$ cat src/rtl/xswitch_mon_pkg.sv
// Shared definitions for the xswitch protocol monitor: check indices and saturating arithmetic.
package xswitch_mon_pkg;

  typedef enum logic [1:0] {
    CHK_VALID = 2'd0,
    CHK_DATA  = 2'd1,
    CHK_ADDR  = 2'd2,
    CHK_HS    = 2'd3
  } chk_e;

  localparam int NUM_CHK = 4;

  // Counters up to 32 bits wide share this adder; callers resize to CNT_W.
  function automatic logic [31:0] sat_inc(logic [31:0] value, logic [31:0] inc, logic [31:0] limit);
    logic [32:0] sum;
    sum = {1'b0, value} + {1'b0, inc};
    return (sum > {1'b0, limit}) ? limit : sum[31:0];
  endfunction

endpackage

$ cat src/rtl/xswitch_mon_delay.sv
// Fixed-depth shift register for one output's expected frame; DEPTH=0 is a plain wire.
module xswitch_mon_delay #(
  parameter type item_t = logic,
  parameter int  DEPTH  = 0
) (
  input  logic  clk,
  input  logic  reset,
  input  logic  clr,
  input  item_t din,
  output item_t dout
);

  if (DEPTH == 0) begin : g_pass
    logic unused_ok;
    assign unused_ok = ^{clk, reset, clr};
    assign dout = din;
  end else begin : g_pipe
    item_t stage_q [DEPTH];

    always_ff @(posedge clk or posedge reset) begin
      if (reset) begin
        for (int k = 0; k < DEPTH; k++) stage_q[k] <= '0;
      end else if (clr) begin
        for (int k = 0; k < DEPTH; k++) stage_q[k] <= '0;
      end else begin
        stage_q[0] <= din;
        for (int k = 1; k < DEPTH; k++) stage_q[k] <= stage_q[k-1];
      end
    end

    assign dout = stage_q[DEPTH-1];
  end

endmodule

$ cat src/rtl/xswitch_protocol_monitor.sv
// Run-time routing and handshake checker for an NUM_PORTS x NUM_PORTS xswitch.
module xswitch_protocol_monitor
  import xswitch_mon_pkg::*;
#(
  parameter int NUM_PORTS = 4,
  parameter int ADDR_W    = $clog2(NUM_PORTS),
  parameter int DATA_W    = 8,
  parameter int LATENCY   = 0,
  parameter int CNT_W     = 16
) (
  input  logic                        clk,
  input  logic                        reset,
  input  logic                        mon_en,
  input  logic                        clr,
  input  logic [NUM_PORTS-1:0]        valid_in,
  input  logic [NUM_PORTS*ADDR_W-1:0] addr_in,
  input  logic [NUM_PORTS*DATA_W-1:0] data_in,
  input  logic [NUM_PORTS-1:0]        rcv_rdy,
  input  logic [NUM_PORTS-1:0]        valid_out,
  input  logic [NUM_PORTS*ADDR_W-1:0] addr_out,
  input  logic [NUM_PORTS*DATA_W-1:0] data_out,
  input  logic [NUM_PORTS-1:0]        data_rd,
  output logic [NUM_CHK-1:0]          err_flags,
  output logic [ADDR_W-1:0]           err_port,
  output logic [CNT_W-1:0]            err_cnt,
  output logic [NUM_PORTS*CNT_W-1:0]  pkt_cnt,
  output logic                        irq
);

  typedef struct packed {
    logic                             vld;
    logic [NUM_PORTS-1:0]             req;
    logic [NUM_PORTS-1:0][DATA_W-1:0] data;
  } expect_t;

  localparam int          ADDR_SPAN = 1 << ADDR_W;
  localparam logic [31:0] CNT_MAX   = 32'((64'd1 << CNT_W) - 64'd1);

  expect_t exp_in [NUM_PORTS];
  expect_t exp_d  [NUM_PORTS];
  logic [NUM_PORTS-1:0][NUM_CHK-1:0] err_now;

  always_comb begin
    for (int o = 0; o < NUM_PORTS; o++) begin
      exp_in[o] = '0;
      for (int i = 0; i < NUM_PORTS; i++) begin
        if (mon_en && valid_in[i] && int'(addr_in[i*ADDR_W +: ADDR_W]) == o) begin
          exp_in[o].req[i]  = 1'b1;
          exp_in[o].data[i] = data_in[i*DATA_W +: DATA_W];
        end
      end
      exp_in[o].vld = |exp_in[o].req;
    end
  end

  for (genvar o = 0; o < NUM_PORTS; o++) begin : g_out
    logic [ADDR_W-1:0]    src;
    logic [DATA_W-1:0]    dout;
    logic [ADDR_SPAN-1:0] req_ext;
    logic [ADDR_SPAN-1:0] rdy_ext;
    logic                 src_ok;
    logic                 hs_vld_q;
    logic [ADDR_W-1:0]    hs_src_q;
    logic [CNT_W-1:0]     pkt_q;

    xswitch_mon_delay #(.item_t(expect_t), .DEPTH(LATENCY)) u_delay (
      .clk  (clk),
      .reset(reset),
      .clr  (clr),
      .din  (exp_in[o]),
      .dout (exp_d[o])
    );

    // Widened views keep indexing safe when NUM_PORTS is not a power of two.
    assign src     = addr_out[o*ADDR_W +: ADDR_W];
    assign dout    = data_out[o*DATA_W +: DATA_W];
    assign req_ext = ADDR_SPAN'(exp_d[o].req);
    assign rdy_ext = ADDR_SPAN'(rcv_rdy);
    assign src_ok  = req_ext[src];

    assign err_now[o] = {
      mon_en && hs_vld_q && data_rd[o] && !rdy_ext[hs_src_q],
      mon_en && valid_out[o] && !src_ok,
      mon_en && valid_out[o] && src_ok && (dout != exp_d[o].data[src]),
      mon_en && (exp_d[o].vld != valid_out[o])
    };

    always_ff @(posedge clk or posedge reset) begin
      if (reset) begin
        hs_vld_q <= 1'b0;
        hs_src_q <= '0;
        pkt_q    <= '0;
      end else if (clr) begin
        hs_vld_q <= 1'b0;
        hs_src_q <= '0;
        pkt_q    <= '0;
      end else begin
        hs_vld_q <= mon_en && valid_out[o];
        hs_src_q <= src;
        if (mon_en && valid_out[o]) pkt_q <= CNT_W'(sat_inc(32'(pkt_q), 32'd1, CNT_MAX));
      end
    end

    assign pkt_cnt[o*CNT_W +: CNT_W] = pkt_q;
  end

  logic [NUM_CHK-1:0] err_or;
  logic [31:0]        err_num;
  logic [ADDR_W-1:0]  err_first;

  // Walk downwards so the lowest failing output is the one left in err_first.
  always_comb begin
    err_or    = '0;
    err_num   = '0;
    err_first = '0;
    for (int o = NUM_PORTS - 1; o >= 0; o--) begin
      err_or  = err_or | err_now[o];
      err_num = err_num + 32'($countones(err_now[o]));
      if (|err_now[o]) err_first = ADDR_W'(o);
    end
  end

  always_ff @(posedge clk or posedge reset) begin
    if (reset) begin
      err_flags <= '0;
      err_port  <= '0;
      err_cnt   <= '0;
      irq       <= 1'b0;
    end else if (clr) begin
      err_flags <= '0;
      err_port  <= '0;
      err_cnt   <= '0;
      irq       <= 1'b0;
    end else begin
      err_flags <= err_flags | err_or;
      if (err_flags == '0 && err_or != '0) err_port <= err_first;
      err_cnt <= CNT_W'(sat_inc(32'(err_cnt), err_num, CNT_MAX));
      irq     <= |err_flags;
    end
  end

endmodule

$ cat config.mk
export PLATFORM = sky130hd
export DESIGN_NAME = xswitch_protocol_monitor
export DESIGN_NICKNAME = d
export VERILOG_FILES = /design/src/rtl/xswitch_mon_pkg.sv /design/src/rtl/xswitch_mon_delay.sv /design/src/rtl/xswitch_protocol_monitor.sv
export SDC_FILE = /design/constraint.sdc
export NUM_CORES = 1
export LEC_CHECK = 0
export CAP_MARGIN = 25
export CORE_AREA = 3 3 161 163
export CTS_CLUSTER_SIZE = 10
export DETAILED_ROUTE_END_ITERATION = 8
export DIE_AREA = 0 0 164 166
export HOLD_SLACK_MARGIN = 0.03
export PLACE_DENSITY = 0.57
export SLEW_MARGIN = 40
export SYNTH_ARGS = -nofsm -noshare
export SYNTH_HDL_FRONTEND = slang
export SYNTH_SLANG_ARGS = --single-unit
export TNS_END_PERCENT = 100
$ cat constraint.sdc
create_clock -name clk -period 7.55 [get_ports clk]
set_clock_uncertainty 0.15 [all_clocks]
set_input_delay 1.51 -clock clk [delete_from_list [all_inputs] [get_ports clk]]
set_output_delay 1.51 -clock clk [all_outputs]
set_load 0.1 [all_outputs]
-- Word-level counts from Yosys, hierarchy flattened
Index checks and enable logic that the tools add are counted.
Widths: inputs -> output; s select.
- flip-flop bits (word level): 99
- input bits: 100
- output and inout port bits: 87
- mux-type cells: 86
- $add $sub $neg: 20
- reductions and logical operators: 81
- equal/unequal tests: 20
- bitwise gates (word level): 4
- magnitude comparators: 13
- operators by type and width (kind ; number):
    $mux 16 ; 14
    $mux 8 ; 20
    $gt 17x16->1 const B ; 5
    $add 16x1->17 const B ; 4
    $bmux 8 s2 ; 4
    $logic_and 1x1->1 ; 53
    $reduce_or 4->1 ; 9
    $ne 8x8->1 ; 4
    $mux 1 ; 29
    $lt 2x3->1 const B ; 8
    $mux 2 ; 10
    $add 16x6->17 ; 1
    $add 1x1->2 ; 8
    $bmux 1 s2 ; 8
    $eq 2x2->1 const B ; 8
    $or 4x4->4 ; 4
    $add 2x2->3 ; 4
    $reduce_bool 2->1 ; 5
    $eq 2x1->1 const B ; 4
    $logic_not 1->1 ; 8
    $logic_not 2->1 ; 4
    $add 5x3->6 ; 1
    $add 4x3->5 ; 1
    $add 3x3->4 ; 1
    other kinds (4) ; 7

-- Longest topological paths before layout
Gate-level depths: netlist of run 1.
- word-level depth: 16
- mapped depth: 26
- depth with buffers taken out: 24

-- Hierarchy
A second synthesis of run 1 with hierarchy kept.
- cell total of the unflattened synthesis: 1114
- area total of the unflattened synthesis: 9688.0 um2
- modules (own cells, without submodules) (module ; instances ; cells each ; area an instance (um2)):
    xswitch_protocol_monitor ; 1 ; 966 ; 8577.0
    xswitch_mon_delay ; 4 ; 37 ; 277.8

-- Worst setup path before layout of run 1
No wires, ideal clock.
- path kind: input -> register
- start point: input mon_en
- end point: register err_cnt[11]
- buffers on the path: 4
- stages on the path: 25
- slack: 714 ps
- data arrival time: 6608 ps
- path through: buf_4 > buf_6 > and3_1 > buf_4 > or3_1 > o31ai_1 > nand2_1 > inv_1 > fa_1 > inv_1 > fa_1 > fa_1 > fa_1 > fa_1 > inv_1 > fa_1 > nand2_1 > nand2_1 > a21oi_1 > nor2b_1 > o2111a_1 > nand2_1 > or3_1 > clkbuf_1 > a21oi_1
- cells in the longest elaborated chain, start to end: 16
- elaborated cells on any way between the ends: 135
- RTL lines (what ; RTL line ; RTL):
    start, declared ; xswitch_protocol_monitor.sv:13 ; input logic mon_en,
    $logic_and 1x1->1 (2 in series) ; xswitch_protocol_monitor.sv:47 ; if (mon_en && valid_in[i] && int'(addr_in[i*ADDR_W +: ADDR_W]) == o) begin
    $mux 8 or $mux 1 (tied branches) ; xswitch_protocol_monitor.sv:47 ;
    $bmux 8 s2 or $bmux 1 s2 (tied branches) ; xswitch_protocol_monitor.sv:84, xswitch_protocol_monitor.sv:79 ;
    $mux 8 (implied by the code) or $mux 1 (tied branches) ; xswitch_protocol_monitor.sv:84, xswitch_protocol_monitor.sv:79 ;
    $ne 8x8->1 (tied with other cells) ; xswitch_protocol_monitor.sv:84 ; mon_en && valid_out[o] && src_ok && (dout != exp_d[o].data[src]),
    $logic_and 1x1->1, on equally long branches ; xswitch_protocol_monitor.sv:84, xswitch_protocol_monitor.sv:83 ;
    $add 1x1->2 (implied by the code) ; xswitch_protocol_monitor.sv:118 ; err_num = err_num + 32'($countones(err_now[o]));
    $add 2x2->3 (implied by the code) ; xswitch_protocol_monitor.sv:118 ;
    $add 3x3->4 ; xswitch_protocol_monitor.sv:118 ;
    $add 4x3->5 ; xswitch_protocol_monitor.sv:118 ;
    $add 5x3->6 * ; xswitch_protocol_monitor.sv:118 ;
    $add 16x6->17 * ; xswitch_mon_pkg.sv:16 ; sum = {1'b0, value} + {1'b0, inc};
    $gt 17x16->1 ; xswitch_mon_pkg.sv:17 ; return (sum > {1'b0, limit}) ? limit : sum[31:0];
    $mux 16 * ; xswitch_mon_pkg.sv:17 ;
    $mux 16 * ; xswitch_protocol_monitor.sv:129 ; end else if (clr) begin
    end signal, assigned ; xswitch_protocol_monitor.sv:137 ; err_cnt <= CNT_W'(sat_inc(32'(err_cnt), err_num, CNT_MAX));
    end, declared ; xswitch_protocol_monitor.sv:25 ; output logic [CNT_W-1:0] err_cnt,
Mark *: on every way between the ends. The rest lies on a longest branch, timed or not. The select of a mux whose other input is x is not followed.
A chain may end at the register's enable or synchronous reset.

-- Worst setup path in the final report of run 1
- start point: input addr_in[7]
- end point: register err_cnt[0]
- cells in the longest elaborated chain, start to end: 16
- elaborated cells on any way between the ends: 83
- RTL lines (what ; RTL line ; RTL):
    start, declared ; xswitch_protocol_monitor.sv:16 ; input logic [NUM_PORTS*ADDR_W-1:0] addr_in,
    $eq 2x1->1 or $eq 2x2->1 (tied branches) ; xswitch_protocol_monitor.sv:47 ;
    $logic_and 1x1->1 ; xswitch_protocol_monitor.sv:47 ;
    $mux 8 or $mux 1 (tied branches) ; xswitch_protocol_monitor.sv:47 ;
    $bmux 8 s2 or $bmux 1 s2 (tied branches) ; xswitch_protocol_monitor.sv:84, xswitch_protocol_monitor.sv:79 ;
    $mux 8 (implied by the code) or $mux 1 (tied branches) ; xswitch_protocol_monitor.sv:84, xswitch_protocol_monitor.sv:79 ;
    $ne 8x8->1 (tied with other cells) ; xswitch_protocol_monitor.sv:84 ;
    $logic_and 1x1->1, on equally long branches ; xswitch_protocol_monitor.sv:84, xswitch_protocol_monitor.sv:83 ;
    $add 1x1->2 (implied by the code) ; xswitch_protocol_monitor.sv:118 ;
    $add 2x2->3 (implied by the code) ; xswitch_protocol_monitor.sv:118 ;
    $add 3x3->4 ; xswitch_protocol_monitor.sv:118 ;
    $add 4x3->5 ; xswitch_protocol_monitor.sv:118 ;
    $add 5x3->6 * ; xswitch_protocol_monitor.sv:118 ;
    $add 16x6->17 * ; xswitch_mon_pkg.sv:16 ;
    $gt 17x16->1 ; xswitch_mon_pkg.sv:17 ;
    $mux 16 * ; xswitch_mon_pkg.sv:17 ;
    $mux 16 * ; xswitch_protocol_monitor.sv:129 ;
Marks and branches as above.

==> results.py, run 1 <==
metrics = {
    "sta": {
        "worst_slew_pin_slew_ns": 0.807,
        "setup_slack_ns": 0.502,
        "clock.fmax_mhz": 142,
        "grt_setup_unrepaired": "false",
        "post-route-period-util_pct": 93.4,
        "setup_tns_ns": 0,
        "setup_viol": 0,
        "fin_crit_ns": 7.05,
        "finalHoldViolCount": 0,
        "slew_headroom_pct": 46.2,
        "maxSlewViolCount": 0,
    },
    "synthesis": {
        "yosysTopAreaCell": "dfrtp_1",
        "synth_area_leaders": "dfrtp_1, nand2_1, nor2_1, nand3_1, a221oi_1",
        "syn_inst": 1080,
        "ys_ff_latch": 99,
        "synthesis.area_mm2": 0.00857,
        "ys.flop_type": "dfrtp_1",
        "synth_nets": 1208,
        "yosys_warnings": 0,
        "synth_edf_count": 0,
        "avgSynthCellArea_um2": 7.94,
        "async_reset_ff_share_pct": 100,
        "synth_top_area_share_pct": 28.9,
        "seq_area_frac_synth_pct": 28.9,
        "ys_types": 85,
    },
    "worst_setup_path": {
        "cp-end-kind": "register",
        "cp_max_fo": 13,
        "critPathKind": "in -> reg",
        "cp_data_required_time_ns": 7.67,
        "worstPathArrival_ns": 7.16,
        "startpoint_type": "input port",
    },
    "clocking": {
        "cts_root_buf": "clkbuf_16",
        "hold_buffers": 0,
        "clk_pin_slew_ns": 0.09,
        "clock_latency_ns": 0.36,
        "cts_buffer_depth": 2,
        "post_cts_buffers": 0,
        "cts_buffers": 9,
        "cts_resized": 0,
        "tritoncts": "done",
        "h-tree-depth": 3,
        "clock-sinks": 99,
    },
    "finish": {
        "fillCellCount": 2469,
        "drive_gt1_share_pct": 15.1,
        "fin_util_pct": 44.8,
        "nets": 1412,
        "layout.cells.non_filler": 1614,
        "synthToLayoutAreaGrowth_pct": 27.7,
    },
    "min_path": {
        "min_path_type": "reg -> reg",
    },
    "detailed_routing": {
        "routedWlPerCell_um": 22.0,
        "finalWirelength_um": 35500,
        "vias_per_cell": 6.11,
        "drt-initial-drc-count": 1012,
        "vias": 9864,
        "first_pass_iters": 7,
        "drc": 0,
        "ant_nets": 0,
    },
    "die": {
        "num_io_pins": 187,
        "fp.dieH_um": 166,
        "dieArea_mm2": 0.0272,
        "fp.dieW_um": 164,
        "core_mm2": 0.0245,
        "initial_core_util_pct": 35.0,
        "row_count": 57,
    },
    "grt": {
        "grt_max_degree": 73,
        "antenna_found_initial": 0,
        "grt_remaining_overflow": 0,
        "grt_usage_pct": 25.8,
        "grt_pass1_vias": 9451,
        "grt_pass1_wl_um": 55800,
    },
    "placed_design": {
        "portBuffers": 186,
        "dp_hpwl_um": 27600,
        "globalplace.congestion": 1.09,
        "place_ws_ns": 0.00106,
        "place_inst": 1597,
    },
    "pwr": {
        "internal_power_uw": 985,
        "peakVddDrop_uv": 148,
        "power_density_mw_per_mm2": 149,
        "pwr-share-clk_pct": 28.9,
        "p_leak_uw": 0.00467,
        "switchingPower_uw": 646,
        "power_frac_comb_pct": 36.4,
        "swShare_pct": 39.6,
        "fin_total_pwr_uw": 1630,
        "p_seq_share_pct": 34.7,
    },
    "run": {
        "maxCapViolations": 0,
    },
    "status": {
        "outcome": "finished clean",
    },
}
cells in the final DEF (no fill, tap or decap), types with 28 or more instances in the layout:
master	Yosys	routed
nand2_1	99	99
dfrtp_1	99	99
clkdlybuf4s50_1	0	98
nor2_1	95	94
buf_2	5	87
inv_1	70	69
nand3_1	68	68
buf_4	4	61
a21oi_1	56	56
o21ai_0	41	41
o22ai_1	36	36
a211oi_1	33	33
a221oi_1	33	33
nor3_1	28	28
worst paths after layout:
kind / slack [ns] / start / cells past startpoint / end
min in group asynchronous: 1.38 / reset / 2 / g_out[0].pkt_q[2]
worst min-delay path: 0.35 / g_out[0].pkt_q[15] / 1 / g_out[0].pkt_q[15]
worst max register to register: 2.51 / g_out[3].hs_src_q[0] / 17 / err_cnt[0]
worst min register to register: 0.35 / g_out[0].pkt_q[15] / 1 / g_out[0].pkt_q[15]
worst max-delay path: 0.50 / addr_in[7] / 21 / err_cnt[0]
max in group asynchronous: 4.94 / reset / 3 / g_out[3].hs_src_q[1]
power by group through the flow:
stage	logic, uW	registers [uW]	clock network (uW)
finish	593	566	472
global route	641	569	508
CTS	589	566	486
detailed placement	586	576	0
global placement	602	577	0
floorplan	258	690	0
logic make-up after synthesis:
family | synth area share (%)
compound gates | 26.9
simple gates | 28.2
buf+inv | 6.03
xor+xnor | 2.76
flops | 28.9
mux | 2.16
fa+ha+maj | 5.14
sequential cells by signal, summed over array words and instances (netlist names):
name            count
irq                 1
g_out.hs_vld_q      4
g_out.pkt_q        64
err_cnt            16
g_out.hs_src_q      8
err_port            2
err_flags           4
final cells by class:
type | count | area (um^2) | area share [%]
multi-input cells | 855 | 5590 | 51.1
flip-flops and latches | 99 | 2480 | 22.6
repair buffers | 248 | 1910 | 17.4
well taps | 324 | 405 | 3.70
inverters | 71 | 269 | 2.46
clock buffers | 9 | 225 | 2.06
clock inverters | 7 | 73.8 | 0.674
diodes | 1 | 2.50 | 0.0229
critical path, cell delays in order:
cell	delay, ns
clkdlybuf4s50_1	0.58
nand3b_1	0.20
nand2_1	0.06
or3b_2	0.48
xor2_1	0.14
nand2_1	0.13
fa_1	0.52
fa_1	0.43
fa_1	0.53
fa_1	0.43
fa_1	0.42
inv_1	0.10
fa_1	0.21
nand2_1	0.07
nand2_1	0.06
a21oi_1	0.09
nor2b_1	0.18
o2111a_1	0.24
nand2_1	0.10
or3_4	0.50
a21oi_1	0.17
Yosys cell counts, types with 16 or more instances:
| cell | number |
|---|---|
| nor3_1 | 28 |
| and2_1 | 18 |
| o22ai_1 | 36 |
| a211oi_1 | 33 |
| nand3_1 | 68 |
| dfrtp_1 | 99 |
| a311oi_1 | 20 |
| inv_1 | 70 |
| clkbuf_1 | 39 |
| ha_1 | 16 |
| and3_1 | 27 |
| a21oi_1 | 56 |
| nand2_1 | 99 |
| nand2b_1 | 17 |
| a221oi_1 | 33 |
| nor2_1 | 95 |
| o21ai_0 | 41 |
| nand4_1 | 23 |
metal layers:
metal	GRT usage, %	wire [um]
met4	12.0	1840
met5	0	0
met2	37.7	15200
met1	35.6	15200
met3	6.34	3310
through the flow:
stage / instance area (um^2) / hold slack (ns)
after floorplan: 8570 / 0.589
after global placement: 11100 / 0.342
after detailed placement: 10600 / 0.344
after CTS: 10900 / 0.357
after global routing: 10900 / 0.365
final: 10900 / 0.354
(Power assumes the default switching activity.)
==> run 2: changes to the inputs <==
Settings changed: TNS_END_PERCENT 100 to 50.
==> results of run 2 <==
The final DEF is identical to that of run 1; final timing and power are the same.
